## src/rtl/muldiv4_pkg.sv

```systemverilog
// Shared constants for the muldiv4 sequencing controller: state encoding,
// opcodes and the widths derived from the 4-bit operand size.
package muldiv4_pkg;

   localparam int MD_WIDTH = 4;
   localparam int MD_ACCW  = MD_WIDTH + 1;
   localparam int MD_CNTW  = $clog2(MD_WIDTH);

   localparam logic [MD_CNTW-1:0] CNT_LAST = MD_CNTW'(MD_WIDTH - 1);

   localparam logic OP_MUL = 1'b0;
   localparam logic OP_DIV = 1'b1;

   typedef enum logic [1:0] {
      IDLE = 2'd0,
      LOAD = 2'd1,
      ITER = 2'd2,
      DONE = 2'd3
   } state_t;

endpackage

```

## src/rtl/muldiv4_addsub.sv

```systemverilog
// Shared 5-bit adder/subtractor; subtract inverts the operand through XOR
// gates and injects a carry-in of 1.
module muldiv4_addsub
   import muldiv4_pkg::*;
(
   input  logic [MD_ACCW-1:0]  x,
   input  logic [MD_WIDTH-1:0] y,
   input  logic                sub,
   output logic [MD_ACCW-1:0]  s
);

   logic [MD_ACCW-1:0] y_ext_s;

   // The inverted top bit makes this a true 5-bit subtract, so s[4] is the borrow
   always_comb begin
      y_ext_s = {1'b0, y} ^ {MD_ACCW{sub}};
      s       = x + y_ext_s + {{(MD_ACCW-1){1'b0}}, sub};
   end

endmodule

```

## src/rtl/muldiv4_seq_ctrl.sv

```systemverilog
// Sequencing controller for the 4-bit multiply/divide datapath: shift-add
// multiply or restoring divide, one bit per cycle on a shared adder.
module muldiv4_seq_ctrl
   import muldiv4_pkg::*;
#(
   parameter int WIDTH = 4
) (
   input  logic               clk,
   input  logic               reset,
   input  logic               start,
   input  logic               op,
   input  logic [WIDTH-1:0]   a,
   input  logic [WIDTH-1:0]   b,
   output logic               busy,
   output logic               done,
   output logic [2*WIDTH-1:0] result,
   output logic               div_by_zero
);

   state_t                state_r;
   state_t                state_next_s;
   logic                  op_r;
   logic [MD_WIDTH-1:0]   a_r;
   logic [MD_WIDTH-1:0]   b_r;
   logic [MD_WIDTH-1:0]   acc_r;
   logic [MD_WIDTH-1:0]   low_r;
   logic [MD_CNTW-1:0]    cnt_r;
   logic [MD_ACCW-1:0]    add_x_s;
   logic                  add_sub_s;
   logic [MD_ACCW-1:0]    sum_s;
   logic [MD_ACCW-1:0]    mul_s;
   logic [MD_WIDTH-1:0]   acc_step_s;
   logic [MD_WIDTH-1:0]   low_step_s;
   logic                  div_zero_s;
   logic                  busy_s;
   logic                  done_s;

   muldiv4_addsub u_addsub (
      .x   (add_x_s),
      .y   (b_r),
      .sub (add_sub_s),
      .s   (sum_s)
   );

   assign div_zero_s = (op_r == OP_DIV) && (b_r == {MD_WIDTH{1'b0}});

   // State register
   always_ff @(posedge clk) begin
      if (reset) begin
         state_r <= IDLE;
      end else begin
         state_r <= state_next_s;
      end
   end

   // Next-state logic
   always_comb begin
      state_next_s = state_r;
      case (state_r)
         IDLE: begin
            if (start) state_next_s = LOAD;
            else       state_next_s = IDLE;
         end
         LOAD: begin
            if (div_zero_s) state_next_s = DONE;
            else            state_next_s = ITER;
         end
         ITER: begin
            if (cnt_r == CNT_LAST) state_next_s = DONE;
            else                   state_next_s = ITER;
         end
         DONE:    state_next_s = IDLE;
         default: state_next_s = IDLE;
      endcase
   end

   // Output decode from the upcoming state, registered below
   always_comb begin
      busy_s = (state_next_s != IDLE);
      done_s = (state_next_s == DONE);
   end

   // Adder operand select: multiply adds b to hi, divide subtracts b from the shifted remainder
   always_comb begin
      add_x_s   = {1'b0, acc_r};
      add_sub_s = 1'b0;
      case (op_r)
         OP_MUL: begin
            add_x_s   = {1'b0, acc_r};
            add_sub_s = 1'b0;
         end
         OP_DIV: begin
            add_x_s   = {acc_r, low_r[MD_WIDTH-1]};
            add_sub_s = 1'b1;
         end
         default: begin
            add_x_s   = {1'b0, acc_r};
            add_sub_s = 1'b0;
         end
      endcase
   end

   // One iteration step; the stored remainder never needs bit 4 because it stays below b
   always_comb begin
      mul_s      = {1'b0, acc_r};
      acc_step_s = acc_r;
      low_step_s = low_r;
      case (op_r)
         OP_MUL: begin
            if (low_r[0]) mul_s = sum_s;
            else          mul_s = {1'b0, acc_r};
            acc_step_s = mul_s[MD_ACCW-1:1];
            low_step_s = {mul_s[0], low_r[MD_WIDTH-1:1]};
         end
         OP_DIV: begin
            if (sum_s[MD_ACCW-1] == 1'b0) begin
               acc_step_s = sum_s[MD_WIDTH-1:0];
               low_step_s = {low_r[MD_WIDTH-2:0], 1'b1};
            end else begin
               acc_step_s = {acc_r[MD_WIDTH-2:0], low_r[MD_WIDTH-1]};
               low_step_s = {low_r[MD_WIDTH-2:0], 1'b0};
            end
         end
         default: begin
            acc_step_s = acc_r;
            low_step_s = low_r;
         end
      endcase
   end

   // Operand latch, working registers and registered outputs
   always_ff @(posedge clk) begin
      if (reset) begin
         op_r        <= 1'b0;
         a_r         <= {MD_WIDTH{1'b0}};
         b_r         <= {MD_WIDTH{1'b0}};
         acc_r       <= {MD_WIDTH{1'b0}};
         low_r       <= {MD_WIDTH{1'b0}};
         cnt_r       <= {MD_CNTW{1'b0}};
         busy        <= 1'b0;
         done        <= 1'b0;
         result      <= {(2*WIDTH){1'b0}};
         div_by_zero <= 1'b0;
      end else begin
         busy <= busy_s;
         done <= done_s;
         case (state_r)
            IDLE: begin
               if (start) begin
                  op_r        <= op;
                  a_r         <= a;
                  b_r         <= b;
                  div_by_zero <= 1'b0;
               end
            end
            LOAD: begin
               acc_r <= {MD_WIDTH{1'b0}};
               low_r <= a_r;
               cnt_r <= {MD_CNTW{1'b0}};
               if (div_zero_s) begin
                  result      <= {a_r, 4'hF};
                  div_by_zero <= 1'b1;
               end
            end
            ITER: begin
               acc_r <= acc_step_s;
               low_r <= low_step_s;
               cnt_r <= cnt_r + MD_CNTW'(1);
               if (cnt_r == CNT_LAST) result <= {acc_step_s, low_step_s};
            end
            DONE: begin
               cnt_r <= {MD_CNTW{1'b0}};
            end
            default: begin
               cnt_r <= {MD_CNTW{1'b0}};
            end
         endcase
      end
   end

endmodule

```

## config.mk

```make
export PLATFORM = sky130hd
export DESIGN_NAME = muldiv4_seq_ctrl
export DESIGN_NICKNAME = d
export VERILOG_FILES = /design/src/rtl/muldiv4_pkg.sv /design/src/rtl/muldiv4_addsub.sv /design/src/rtl/muldiv4_seq_ctrl.sv
export SDC_FILE = /design/constraint.sdc
export NUM_CORES = 1
export LEC_CHECK = 0
export ABC_AREA = 1
export BUFFER_PORTS_ARGS = -buffer_cell sky130_fd_sc_hd__buf_2
export CELL_PAD_IN_SITES_DETAIL_PLACEMENT = 1
export CELL_PAD_IN_SITES_GLOBAL_PLACEMENT = 1
export CORE_ASPECT_RATIO = 1.1
export CORE_MARGIN = 1
export CORE_UTILIZATION = 44
export CTS_BUF_LIST = sky130_fd_sc_hd__clkbuf_16
export CTS_CLUSTER_DIAMETER = 30
export DETAILED_ROUTE_END_ITERATION = 6
export PLACE_DENSITY = 0.88
export SYNTH_ARGS = -nofsm -noshare
export SYNTH_HDL_FRONTEND = slang
export SYNTH_HIERARCHICAL = 1
export SYNTH_SLANG_ARGS = --single-unit
```

## constraint.sdc

```tcl
create_clock -name clk -period 4.4 [get_ports clk]
set_input_delay 0.44 -clock clk [delete_from_list [all_inputs] [get_ports clk]]
set_output_delay 0.44 -clock clk [all_outputs]
set_load 0.01 [all_outputs]
```

[Word level (Yosys, flattened, before mapping)]
Cells that the tools add are included.
Cells by class
  add/subtract/negate cells: 3
  equal/unequal tests: 8
  multiplexer cells: 20
  bitwise logic cells: 2
  reductions and logical operators: 11
Operator list (number)
  4-bit one-hot mux with 2 select lines: 4
  8-bit 2-to-1 mux: 2
  8-bit one-hot mux with 2 select lines: 1
  5-bit one-hot mux with 2 select lines: 1
  2-bit == test, second input constant: 4
  2-bit one-hot mux with 4 select lines: 1
  2-bit nonzero test: 4
  1-bit 2-to-1 mux: 6
  2-bit inequality test, second input constant: 3
  3-bit AND reduction: 2
  5-bit by 1-bit adder with 5-bit output: 1
  5-bit adder: 1
  5-bit 2-to-1 mux: 1
  4-bit by 5-bit XOR with 5-bit output: 1
  4-bit zero test: 1
  4-bit 2-to-1 mux: 1
  1-bit one-hot mux with 2 select lines: 2
  2-bit one-hot mux with 2 select lines: 1
  2-bit by 1-bit adder with 2-bit output, second input constant: 1
  2-bit by 1-bit == test with 1-bit output, second input constant: 1
  2-bit zero test: 1
  2-bit AND reduction: 1
  2-bit OR reduction: 1
  1-bit logical AND: 1
  1-bit inverter: 1
Storage, ports and cells
  flip-flop bits (word level): 32
  input port bits: 12
  output and inout port bits: 11
  word-level logic and storage cells: 55

[Longest topological paths before layout]
  depth after elaboration: 9
  mapped depth: 20
  depth with buffers taken out: 19

[Cells and area by module]
The synthesis kept the hierarchy.
By module, submodules not included
  muldiv4_seq_ctrl: instances 1, cells each 239, area each 1600.3 µm², sequential area each 640.6 µm²
  muldiv4_addsub: instances 1, cells each 31, area each 217.7 µm², sequential area each 0.0 µm²

[Least setup slack after synthesis]
Ideal clock, no wire load.
  path type: register to register
  start: register op_r
  end: register result[6]
  library setup time: 0.112 ns
  data arrival time: 1.982 ns
  data required time: 4.288 ns
  slack: 2.306 ns
  stages on the path, launching flop included: 20
  path buffers: 1
  clock period less this slack: 2.094 ns
  cells stage by stage: dfxtp_1 -> inv_2 -> buf_6 -> nand2_1 -> nand2_1 -> nand2_1 -> nand2_2 -> fa_1 -> nand3_1 -> nand3_1 -> nand2_1 -> inv_1 -> nand2_1 -> nand2_1 -> nand2_1 -> nand2_1 -> nand2_1 -> nand2_1 -> nor2_1 -> nor2_1
On the way
  elaborated cells between the ends (all ways): 14
  those cells by class: add/sub: 2; eq/ne: 1; mux: 7; bitwise: 2; reduce/logical: 2
RTL lines
  from (decl): line muldiv4_seq_ctrl.sv:22  | logic op_r;
  from (signal assigned): line muldiv4_seq_ctrl.sv:150  | op_r <= op;
  1-bit inverter: line muldiv4_seq_ctrl.sv:87  | case (op_r)
  5-bit one-hot mux with 2 select lines *: line muldiv4_seq_ctrl.sv:87
  via add_x_s[0]: line muldiv4_seq_ctrl.sv:28  | logic [MD_ACCW-1:0] add_x_s;
  5-bit adder *: line muldiv4_addsub.sv:17  | s = x + y_ext_s + {{(MD_ACCW-1){1'b0}}, sub};
  5-bit by 1-bit adder with 5-bit output *: line muldiv4_addsub.sv:17
  via sum_s[4]: line muldiv4_seq_ctrl.sv:30  | logic [MD_ACCW-1:0] sum_s;
  4-bit 2-to-1 mux *: line muldiv4_seq_ctrl.sv:116  | if (sum_s[MD_ACCW-1] == 1'b0) begin
  4-bit one-hot mux with 2 select lines *: line muldiv4_seq_ctrl.sv:108  | case (op_r)
  8-bit 2-to-1 mux *: line muldiv4_seq_ctrl.sv:169  | if (cnt_r == CNT_LAST) result <= {acc_step_s, low_step_s};
  8-bit one-hot mux with 2 select lines *: line muldiv4_seq_ctrl.sv:147  | case (state_r)
  to (signal assigned): line muldiv4_seq_ctrl.sv:142  | result <= {(2*WIDTH){1'b0}};
  to (signal assigned): line muldiv4_seq_ctrl.sv:161  | result <= {a_r, 4'hF};
  to (signal assigned): line muldiv4_seq_ctrl.sv:169
  to (decl): line muldiv4_seq_ctrl.sv:16  | output logic [2*WIDTH-1:0] result,
The timed path passes the listed nets; every way through them passes the cells marked *. The select of a mux whose other input is x is not followed.
A chain may end at the register's enable or synchronous reset.

[Worst setup path in the final report]
  start: register op_r
  end: register result[0]
On the way
  elaborated cells between the ends (all ways): 13
  those cells by class: add/sub: 2; eq/ne: 1; mux: 6; bitwise: 2; reduce/logical: 2
RTL lines (line)
  1-bit inverter: muldiv4_seq_ctrl.sv:87
  5-bit one-hot mux with 2 select lines *: muldiv4_seq_ctrl.sv:87
  via add_x_s[0]: muldiv4_seq_ctrl.sv:28
  5-bit adder *: muldiv4_addsub.sv:17
  5-bit by 1-bit adder with 5-bit output *: muldiv4_addsub.sv:17
  via sum_s[4]: muldiv4_seq_ctrl.sv:30
  1-bit 2-to-1 mux *: muldiv4_seq_ctrl.sv:116
  4-bit one-hot mux with 2 select lines *: muldiv4_seq_ctrl.sv:108
  8-bit 2-to-1 mux *: muldiv4_seq_ctrl.sv:169
  8-bit one-hot mux with 2 select lines *: muldiv4_seq_ctrl.sv:147
Marks and branches as above.

==> results.json <==
{
  "outcome": "finished, final reports clean",
  "utilization_pct": 52.3,
  "power.leakage_nw": 1.08,
  "cts_made_buffers": 5,
  "rsz0062_at_grt": "false",
  "die_w_um": 63.3,
  "grt_max_degree": 27,
  "fp-row-count": 24,
  "n_fill_cell": 548,
  "drt-total-wl_um": 4900,
  "clockBufferDepth": 2,
  "critPathTopFamily": "simple AND/OR/NAND/NOR gates",
  "setup_violations": 0,
  "grt_overflow": 0,
  "timing.final.crit_period_ns": 2.91,
  "antenna_found_initial": 0,
  "critPathBufInv": 2,
  "diodes": 0,
  "synth_edf_count": 0,
  "slowest_stage": "dfxtp_1",
  "switchingPower_uw": 292,
  "cpPeakStageDelay_ns": 0.78,
  "synthTopCellsByArea": "dfxtp_1 35%, nand2_1 15%, nor2_1 8.1%, inv_1 6.4%, o21ai_0 6.3%",
  "drc": 0,
  "ys_ff_latch": 32,
  "ant_nets": 0,
  "p_per_area_mw_per_mm2": 429,
  "clk_transition_reported_paths_ns": 0.05,
  "nets": 313,
  "cts_sinks": 32,
  "grt_pass1_wl_um": 8430,
  "dp_hpwl_um": 3560,
  "synthArstFlopShare_pct": 0,
  "viasPerCell": 5.11,
  "critPathKind": "register to register",
  "drive_above_1_share_pct": 14.0,
  "drtIter0Drc": 105,
  "core_area_sq_mm": 0.00396,
  "synth_top_cell_area_share_pct": 35.2,
  "cp_max_fo": 19,
  "io-pin-count": 23,
  "p_clk_share_pct": 36.3,
  "yosys.cell_types.count": 27,
  "clockRootBuffer": "clkbuf_16",
  "syn_to_final_growth_pct": 14.0,
  "pwr-share-comb_pct": 24.7,
  "netlist_area_sq_mm": 0.00182,
  "cts_hold_buf": 0,
  "setup_tns_ns": 0,
  "htree_levels": 2,
  "slew_headroom_pct": 50.9,
  "p_int_uw": 597,
  "synthCells": 270,
  "worst_slew_pin_slew_ns": 0.736,
  "drv_cap": 0,
  "tritoncts": "built",
  "final_common_cell": "nand2_1",
  "arrival_ns": 3.13,
  "mostFrequentLayoutCells": "74 x nand2_1, 39 x nor2_1, 33 x inv_1, 32 x dfxtp_1, 23 x o21ai_0",
  "vias": 1757,
  "cp-start-kind": "register",
  "yosysTopAreaCell": "dfxtp_1",
  "hp-class": "input port to register",
  "firstDrtPassIters": 4,
  "synth_fp_nets": 292,
  "wire_per_inst_um": 14.2,
  "finalHoldViolations": 0,
  "gr-usage-all-layers_pct": 25.1,
  "clock.fmax_mhz": 344,
  "post-route-period-util_pct": 66.1,
  "post_cts_buffers": 0,
  "seq_power_share_pct": 39.0,
  "endpoint_kind": "register",
  "ir_drop_mv": 0.243,
  "worstPathCellList": "inv_2, nand2_1, nand2_1, nand2_1, nand2_2, fa_1, nand3_1, nand2_1, nand2_1, nand2_1, inv_1, nand2_1, nand2_1, nor2_1, nand3_1, nand2_1, nor2_1",
  "post_cts_resized": 0,
  "start_util_pct": 45.9,
  "yosysSeqAreaShare_pct": 35.2,
  "required_ns": 4.62,
  "finalClockSkew_ns": 0.00493,
  "syn_area_per_cell_sq_um": 6.73,
  "synth_warnings": 6,
  "die_area_sq_mm": 0.00439,
  "swShare_pct": 32.8,
  "clk_latency_ns": 0.28,
  "cp_common_cell": "nand2_1",
  "grt_pass1_vias": 1804,
  "routabilityCongestion": 0.890,
  "synth_ff_type": "dfxtp_1",
  "die_y_um": 69.4,
  "port_buffers": 22,
  "finalMaxSlewViolations": 0
}
-- final timing paths --
kind                                   from     endpoint  slack, ns  cells after the start
worst max-delay path                   op_r    result[0]       1.49                     17
worst max register to register         op_r    result[0]       1.49                     17
worst min-delay path                  reset     cnt_r[1]       0.40                      2
worst min register to register  div_by_zero  div_by_zero       0.46                      2
-- synthesized netlist by cell type, types with 2 or more instances --
cell	n
buf_4	2
buf_2	3
o21ai_0	23
xor2_1	5
ha_1	9
a31oi_1	4
buf_6	2
nand3_1	15
a21oi_1	10
inv_1	31
inv_2	4
dfxtp_1	32
nand2_4	2
nand2_2	3
nor2_1	39
nand2_1	74
nand4_1	2
-- registers in the layout, summed over array words and instances, names as in the netlist --
name,count
busy,1
div_by_zero,1
cnt_r,2
state_r,2
result,8
b_r,4
a_r,4
low_r,4
acc_r,4
op_r,1
done,1
-- routing by layer --
layer | up-vias | global-route usage, % | part of all wire (%)
li1 | 887 | - | -
met1 | 837 | 28.8 | 43
met2 | 26 | 46.5 | 53
met3 | 7 | 4.61 | 3.0
met4 | 0 | 7.58 | 1.4
met5 | - | 0 | 0
-- worst register-to-register path: stages (launching register included) --
cell and delay, ns:
dfxtp_1 0.78, inv_2 0.23, nand2_1 0.12, nand2_1 0.08, nand2_1 0.08, nand2_2 0.07, fa_1 0.40, nand3_1 0.12
nand2_1 0.06, nand2_1 0.07, nand2_1 0.06, inv_1 0.13, nand2_1 0.12, nand2_1 0.17, nor2_1 0.06, nand3_1 0.09
nand2_1 0.08, nor2_1 0.12
-- through the flow --
stage	setup slack [ns]	instance area (sq um)	instances	power [mW]	hold slack [ns]
floorplan	2.31	1820	270	0.509	0.434
global placement	1.66	1940	336	0.558	0.444
detailed placement	1.54	1940	336	0.566	0.451
CTS	1.50	2070	344	0.894	0.411
global route	1.17	2070	344	0.941	0.420
finish	1.49	2070	344	0.889	0.402
-- cells by family after synthesis --
group | count (synthesis) | synth area share, %
simple gates | 137 | 31.3
flops | 32 | 35.2
compound gates | 42 | 12.5
fa+ha+maj | 10 | 7.30
xor+xnor | 6 | 3.30
buf+inv | 43 | 10.3
-- layout make-up --
class,instances,area (sq um),share of cell area [%]
Sequential cell,32,641,30.9
Tap cell,52,65.1,3.14
Clock buffer,5,125,6.03
Multi-Input combinational cell,195,990,47.7
Inverter,35,131,6.34
Timing Repair Buffer,22,110,5.31
Clock inverter,3,11.3,0.543
-- power by group through the flow --
stage          clock network [mW]  logic, mW  registers [mW]
3_3_place_gp                    0      0.207           0.351
3_5_place_dp                    0      0.213           0.352
2_1_floorplan                   0      0.161           0.348
4_1_cts                     0.327      0.220           0.347
5_1_grt                     0.340      0.249           0.351
6_report                    0.323      0.219           0.347
No activity file was read; power rests on OpenSTA's default activity.
